**src/rtl/mc_run_ctrl.sv**
```systemverilog
// rtl/mc_run_ctrl.sv - run controller: core reset hold, halt capture, completion/watchdog status
//
// Optional feature macro: MC_RUN_CTRL_AUTOSTART_EN
//   defined   : the first cycle after rst deasserts acts as a start request
//   undefined : the block waits in IDLE for start
//
// Ports:
//   clk         clock, rising edge
//   rst         synchronous active-high reset of this block
//   start       start / re-run request, level sampled each cycle
//   halted      per-core halted flags from the cores
//   core_rst_n  active-low reset driven to the cores
//   running     high while in RUN
//   done        high while in DONE (every core has halted)
//   timed_out   high while in TIMEOUT
//   halt_seen   sticky per-core "has halted" flags
//   run_cycles  cycles spent in RUN for the current run (saturating)
//   halt_sel    core index for halt_cycle readback
//   halt_cycle  run_cycles value captured at the first halt of core halt_sel
module mc_run_ctrl #(
    parameter int NCORES         = 4,
    parameter int RESET_CYCLES   = 10,
    parameter int TIMEOUT_CYCLES = 100000,
    parameter int CNT_W          = 32,
    localparam int SEL_W         = (NCORES > 1) ? $clog2(NCORES) : 1
) (
    input  logic              clk,
    input  logic              rst,
    input  logic              start,
    input  logic [NCORES-1:0] halted,
    output logic              core_rst_n,
    output logic              running,
    output logic              done,
    output logic              timed_out,
    output logic [NCORES-1:0] halt_seen,
    output logic [CNT_W-1:0]  run_cycles,
    input  logic [SEL_W-1:0]  halt_sel,
    output logic [CNT_W-1:0]  halt_cycle
);

    localparam int HOLD_W = (RESET_CYCLES > 1) ? $clog2(RESET_CYCLES) : 1;
    localparam logic [HOLD_W-1:0] HOLD_LOAD = HOLD_W'(RESET_CYCLES - 1);
    localparam logic [CNT_W-1:0]  RUN_LAST  = CNT_W'(TIMEOUT_CYCLES - 1);

    typedef enum logic [2:0] {
        S_IDLE,
        S_RESET_HOLD,
        S_RUN,
        S_DONE,
        S_TIMEOUT
    } state_t;

    state_t            state;
    state_t            state_next;
    logic              launch;
    logic              start_eff;
    logic [HOLD_W-1:0] hold_cnt;
    logic [CNT_W-1:0]  cap [NCORES];

`ifdef MC_RUN_CTRL_AUTOSTART_EN
    // High only in the first cycle after rst drops, standing in for start.
    logic auto_pend;

    always_ff @(posedge clk) begin
        if (rst) begin
            auto_pend <= 1'b1;
        end else begin
            auto_pend <= 1'b0;
        end
    end

    assign start_eff = start | auto_pend;
`else
    assign start_eff = start;
`endif

    always_comb begin
        state_next = state;
        launch     = 1'b0;
        case (state)
            S_IDLE, S_DONE, S_TIMEOUT: begin
                if (start_eff) begin
                    state_next = S_RESET_HOLD;
                    launch     = 1'b1;
                end
            end
            S_RESET_HOLD: begin
                if (hold_cnt == '0) begin
                    state_next = S_RUN;
                end
            end
            S_RUN: begin
                // Current-cycle halts count, so completion wins over a
                // timeout detected in the same cycle.
                if (&(halt_seen | halted)) begin
                    state_next = S_DONE;
                end else if (run_cycles == RUN_LAST) begin
                    state_next = S_TIMEOUT;
                end
            end
            default: state_next = S_IDLE;
        endcase
    end

    // Status outputs are registered from the next state so they never
    // glitch on state decode.
    always_ff @(posedge clk) begin
        if (rst) begin
            state      <= S_IDLE;
            core_rst_n <= 1'b0;
            running    <= 1'b0;
            done       <= 1'b0;
            timed_out  <= 1'b0;
        end else begin
            state      <= state_next;
            core_rst_n <= (state_next == S_RUN) || (state_next == S_DONE) ||
                          (state_next == S_TIMEOUT);
            running    <= (state_next == S_RUN);
            done       <= (state_next == S_DONE);
            timed_out  <= (state_next == S_TIMEOUT);
        end
    end

    always_ff @(posedge clk) begin
        if (rst) begin
            hold_cnt   <= '0;
            halt_seen  <= '0;
            run_cycles <= '0;
            for (int i = 0; i < NCORES; i++) begin
                cap[i] <= '0;
            end
        end else if (launch) begin
            hold_cnt   <= HOLD_LOAD;
            halt_seen  <= '0;
            run_cycles <= '0;
            for (int i = 0; i < NCORES; i++) begin
                cap[i] <= '0;
            end
        end else begin
            case (state)
                S_RESET_HOLD: begin
                    if (hold_cnt != '0) begin
                        hold_cnt <= hold_cnt - 1'b1;
                    end
                end
                S_RUN: begin
                    if (run_cycles != '1) begin
                        run_cycles <= run_cycles + 1'b1;
                    end
                    // First-halt capture uses the pre-increment count.
                    for (int i = 0; i < NCORES; i++) begin
                        if (halted[i] && !halt_seen[i]) begin
                            halt_seen[i] <= 1'b1;
                            cap[i]       <= run_cycles;
                        end
                    end
                end
                default: begin
                end
            endcase
        end
    end

    always_comb begin
        halt_cycle = '0;
        if ({{(32 - SEL_W){1'b0}}, halt_sel} < 32'(NCORES)) begin
            halt_cycle = cap[halt_sel];
        end
    end

endmodule

```
**config.mk**
```make
export PLATFORM = sky130hd
export DESIGN_NAME = mc_run_ctrl
export DESIGN_NICKNAME = d
export VERILOG_FILES = /design/src/rtl/mc_run_ctrl.sv
export SDC_FILE = /design/constraint.sdc
export NUM_CORES = 1
export LEC_CHECK = 0
export BUFFER_PORTS_ARGS = -buffer_cell sky130_fd_sc_hd__buf_2
export CAP_MARGIN = 10
export CORE_AREA = 2 2 165 167
export DETAILED_ROUTE_END_ITERATION = 10
export DIE_AREA = 0 0 167 169
export PLACE_DENSITY = 0.52
export SYNTH_ARGS = -nofsm -noshare
export SYNTH_HDL_FRONTEND = slang
export SYNTH_SLANG_ARGS = --single-unit
```
**constraint.sdc**
```tcl
create_clock -name clk -period 5.02 [get_ports clk]
set_clock_uncertainty 0.05 [all_clocks]
set_input_delay 1.004 -clock clk [delete_from_list [all_inputs] [get_ports clk]]
set_output_delay 1.004 -clock clk [all_outputs]
set_load 0.01 [all_outputs]
```
======== Word-level counts from Yosys, hierarchy flattened ========
Memory sizes are Yosys's and may differ from the RTL's.
Index checks and enable logic that the tools add are counted.
word-level totals
  register bits ........................... 47
  bits in latches ......................... 0
  memory bits (writable) .................. 128
  bits in read-only memories .............. 0
  input port bits ......................... 9
  output and inout bits ................... 72
  word-level logic and storage cells ...... 101
  memories kept ........................... 1
cells by class
  add/subtract/negate cells ............... 2
  $mul .................................... 0
  divide/modulo/power cells ............... 0
  order comparisons ....................... 0
  equal/unequal tests ..................... 9
  shifts and indexed selects .............. 0
  multiplexer cells ....................... 43
  bitwise gates (word level) .............. 9
  reduce and logical (&&, ||, !) cells .... 25
memory list
  memory  words  width  read ports  clocked after Yosys merged registers in  wr ports  RTL line  RTL
  cap     4      32     1           0                                        4         58        logic [CNT_W-1:0] cap [NCORES];
operators by type and width
  operator                                           count
  2-to-1 mux 32 bit                                  8
  adder 32 x 1 -> 32 bit (second input constant)     1
  == test 32 x 17 -> 1 bit (second input constant)   1
  inequality test 32 bit (second input constant)     1
  2-to-1 mux 1 bit                                   27
  AND reduction 2 bit                                7
  == test 3 x 2 -> 1 bit (second input constant)     4
  2-to-1 mux 3 bit                                   4
  2-to-1 mux 4 bit                                   3
  case mux 3 bit (3 select lines)                    1
  bitwise OR 1 bit                                   8
  == test 3 bit (second input constant)              2
  logical AND 1 bit                                  4
  zero test 1 bit                                    4
  zero test 4 bit                                    1
  bitwise OR 4 bit                                   1
  AND reduction 4 bit                                1
  nonzero test 2 bit                                 2
  nonzero test 4 bit                                 1
  subtractor 4 x 1 -> 4 bit (second input constant)  1
  == test 3 x 1 -> 1 bit (second input constant)     1
  zero test 3 bit                                    1
  OR reduction 3 bit                                 1
  logical OR 1 bit                                   2
  OR reduction 2 bit                                 1

======== Longest topological paths before layout ========
  depth in word-level cells ............... 8
  depth in mapped cells ................... 9

======== Worst setup path after synthesis ========
No wires, ideal clock.
  kind .................................... input -> register
  from .................................... input port halted[0]
  to ...................................... memory cap[0][0] (enable)
  data arrival time ....................... 3.409 ns
  data required time ...................... 4.504 ns
  slack ................................... 1.095 ns
  cell stages on the path ................. 2
  cells stage by stage .................... nand2_1 > o21ai_0
RTL lines
  element             RTL line  RTL
  start: declaration  30        input logic [NCORES-1:0] halted,
  end: declaration    58

======== Worst setup path in the final report ========
  from .................................... input port halt_sel[0]
  to ...................................... output port halt_cycle[30]
between the ends
  longest elaborated chain between the ends .. 1
RTL lines
  element              RTL line  RTL
  start: declaration   37        input logic [SEL_W-1:0] halt_sel,
  memory (4 x 32 bit)  --
  end: declaration     38        output logic [CNT_W-1:0] halt_cycle
Every way passes these cells.

==> impl_metrics.tcl <==
set metrics [dict create \
    outcome "finished clean" \
    grt_max_degree 41 \
    instances_no_fill 1041 \
    n_antenna_cell 0 \
    syn_area_mm2 0.00779 \
    hold_buffers 0 \
    core_area_mm2 0.0265 \
    cp.arrival_ns 2.44 \
    hold_viol_final 0 \
    place_hpwl_um 13000 \
    slew_viol_final 0 \
    htreeDepth 4 \
    synth_edf_count 96 \
    grt_pass1_vias 5196 \
    grt-ovfl-total 0 \
    ant_nets 0 \
    ys_warn_count 0 \
    worstSetupEndpointType "output pin" \
    std_cell_rows 60 \
    synth_top_area_cell "edfxtp_1" \
    drt_pass1_iterations 5 \
    drt_wl_total_um 20400 \
    max_stage_delay_ns 0.63 \
    die_y_um 169 \
    clk_pin_slew_ns 0.06 \
    place.gp.congestion 0.787 \
    avgSynthCellArea_um2 12.3 \
    wl_per_cell_um 19.5 \
    ctsResizeCount 0 \
    dieWidth_um 167 \
    yosysMostFrequentCell "edfxtp_1" \
    r2r_start "run_cycles[21]" \
    grt_util_all_layers_pct 14.8 \
    hold_class "flop to flop" \
    antenna_found_initial 0 \
    synth_flop_cell "edfxtp_1" \
    path_class "primary input to output pin" \
    start_util_pct 29.4 \
    cts_tree "yes" \
    syn-num-nets 642 \
    setup_viol 0 \
    worstSetupStartpoint "halt_sel[0]" \
    worstMarginPinSlew_ns 0.991 \
    drive_gt1_share_pct 24.0 \
    setup_tns_ns 0 \
    post-place-cells 1010 \
    drc_errors 0 \
    cpMostUsedCell "buf_2" \
    fmax_ghz 0.286 \
    layout_worst_path_cycle_share_pct 69.7 \
    r2r_slack_ns 2.21 \
    async_flop_share_pct 0 \
    synth.distinct_cells 60 \
    fin_nets 699 \
    worst-r2r-cell-count 5 \
    cap_violations 0 \
    ys_seq_area_share_pct 57.3 \
    synthTopCellsByCount "96 x edfxtp_1, 86 x and2_1, 79 x dfxtp_1" \
    grt_pass1_wl_um 31700 \
    yosys_register_bits 175 \
    min_period_ns 3.50 \
    required_ns 3.97 \
    clockRootBuffer "clkbuf_16" \
    viasPerCell 5.03 \
    vias 5234 \
    cts-buffers-inserted 17 \
    rsz0062_at_grt "no" \
    worstSkewPairLatency_ns 0.43 \
    synth_area_leaders "edfxtp_1 37%, dfxtp_1 20%, mux4_2 9.3%" \
    cp-start-kind "primary input" \
    io_pins 81 \
    port-buffer-count 80 \
    power_density_mw_per_mm2 348 \
    path_cells "buf_2, buf_4, mux4_2, buf_2" \
    die_area_mm2 0.0282 \
    clock-sinks 175 \
    slowest_stage "mux4_2" \
    slew_headroom_pct 33.5 \
    setup.worst_path.end "halt_cycle[30]" \
    cts_buffer_depth 2 \
    worst-path-max-fanout 32 \
    first_iter_violations 438 \
    p_leak_nw 3.33 \
    cts_setup_buffers 0 \
    synth_cells 631 \
    syn2layout_area_growth_pct 16.1 \
    synth_top_area_share_pct 37.0 \
    ir_worst_vdd_mv 0.164 \
    r2r_end "run_cycles[4]" \
]
report_power, final:
part           switching, mW  internal (mW)
clock                  0.547          0.694
sequential            0.0356           1.60
combinational          0.175         0.0985
total                  0.757           2.39
logic make-up after synthesis:
group,after synthesis,synth area share [%]
simple gates,248,18.5
flops,175,57.3
compound gates,97,9.43
buf+inv,63,3.61
mux,33,9.38
xor+xnor,13,1.46
fa+ha+maj,2,0.321
worst min-delay path by stage:
| stage | startpoint | end | slack (ns) | cells past startpoint |
|---|---|---|---|---|
| finish | cap[2][21] | cap[2][21] | 0.42 | 1 |
| CTS | cap[2][26] | cap[2][26] | 0.43 | 1 |
| detailed placement | cap[2][26] | cap[2][26] | 0.41 | 1 |
| floorplan | cap[2][26] | cap[2][26] | 0.39 | 1 |
| global route | cap[2][5] | cap[2][5] | 0.44 | 1 |
| global placement | cap[2][31] | cap[2][31] | 0.41 | 1 |
area by class of cell:
class                      instances  area, um^2
sequential                       175        4460
clock buffer                      22         454
fill                            2614       17500
timing repair buffer              93         498
tap                              341         427
multi-input combinational        393        3080
inverter                           8        30.0
clock inverter                     9        88.8
per-stage QoR:
step | area, um^2 | setup slack (ns) | hold slack [ns] | utilization (%) | total power [mW]
6_report | 9050 | 1.52 | 0.421 | 34.1 | 3.15
5_1_grt | 9050 | 1.39 | 0.440 | 34.1 | 3.27
4_1_cts | 9050 | 1.46 | 0.428 | 34.1 | 3.19
3_5_place_dp | 8500 | 1.47 | 0.408 | 32.1 | 1.95
3_3_place_gp | 8500 | 1.48 | 0.406 | 32.1 | 1.95
2_1_floorplan | 7790 | 1.10 | 0.394 | - | 1.84
registers in the layout, indices dropped and copies added (netlist names):
signal      cells
cap           128
run_cycles     32
halt_seen       4
hold_cnt        4
state           3
core_rst_n      1
done            1
running         1
timed_out       1
layer usage:
layer  share of wire (%)  global-route usage [%]  up-vias  wire [um]
li1                    -                       -     2490          -
met1                  47                    20.1     2594       9620
met2                  46                    23.5      131       9430
met3                 5.0                    3.97       19       1010
met4                 1.4                    3.79        0        290
met5                   0                       0        -          0
placed cells by master, fill, tap and decap left out, types with 3 or more instances in the layout:
| master | instances |
|---|---|
| nor4_1 | 18 |
| a211oi_1 | 5 |
| nand2_1 | 25 |
| buf_2 | 80 |
| clkinvlp_4 | 3 |
| or4_1 | 13 |
| clkbuf_16 | 17 |
| xnor2_1 | 8 |
| o31ai_1 | 7 |
| nor3_1 | 13 |
| o22a_1 | 4 |
| dfxtp_1 | 79 |
| and2_1 | 86 |
| nand4_1 | 8 |
| a22o_1 | 32 |
| o211ai_1 | 3 |
| edfxtp_1 | 96 |
| or3_1 | 10 |
| inv_1 | 8 |
| mux4_2 | 32 |
| o21ai_1 | 3 |
| nor2_1 | 32 |
| nand3_1 | 15 |
| xor2_1 | 5 |
| clkinv_4 | 3 |
| buf_4 | 13 |
| nor2b_1 | 4 |
| a21oi_1 | 22 |
| and3_1 | 4 |
| o21ai_0 | 4 |
| clkbuf_1 | 4 |
critical path: cells and delay by family:
family   cells  cell delay [ns]
buf+inv      3             0.78
mux          1             0.63
Power figures use the tool's default switching activity.
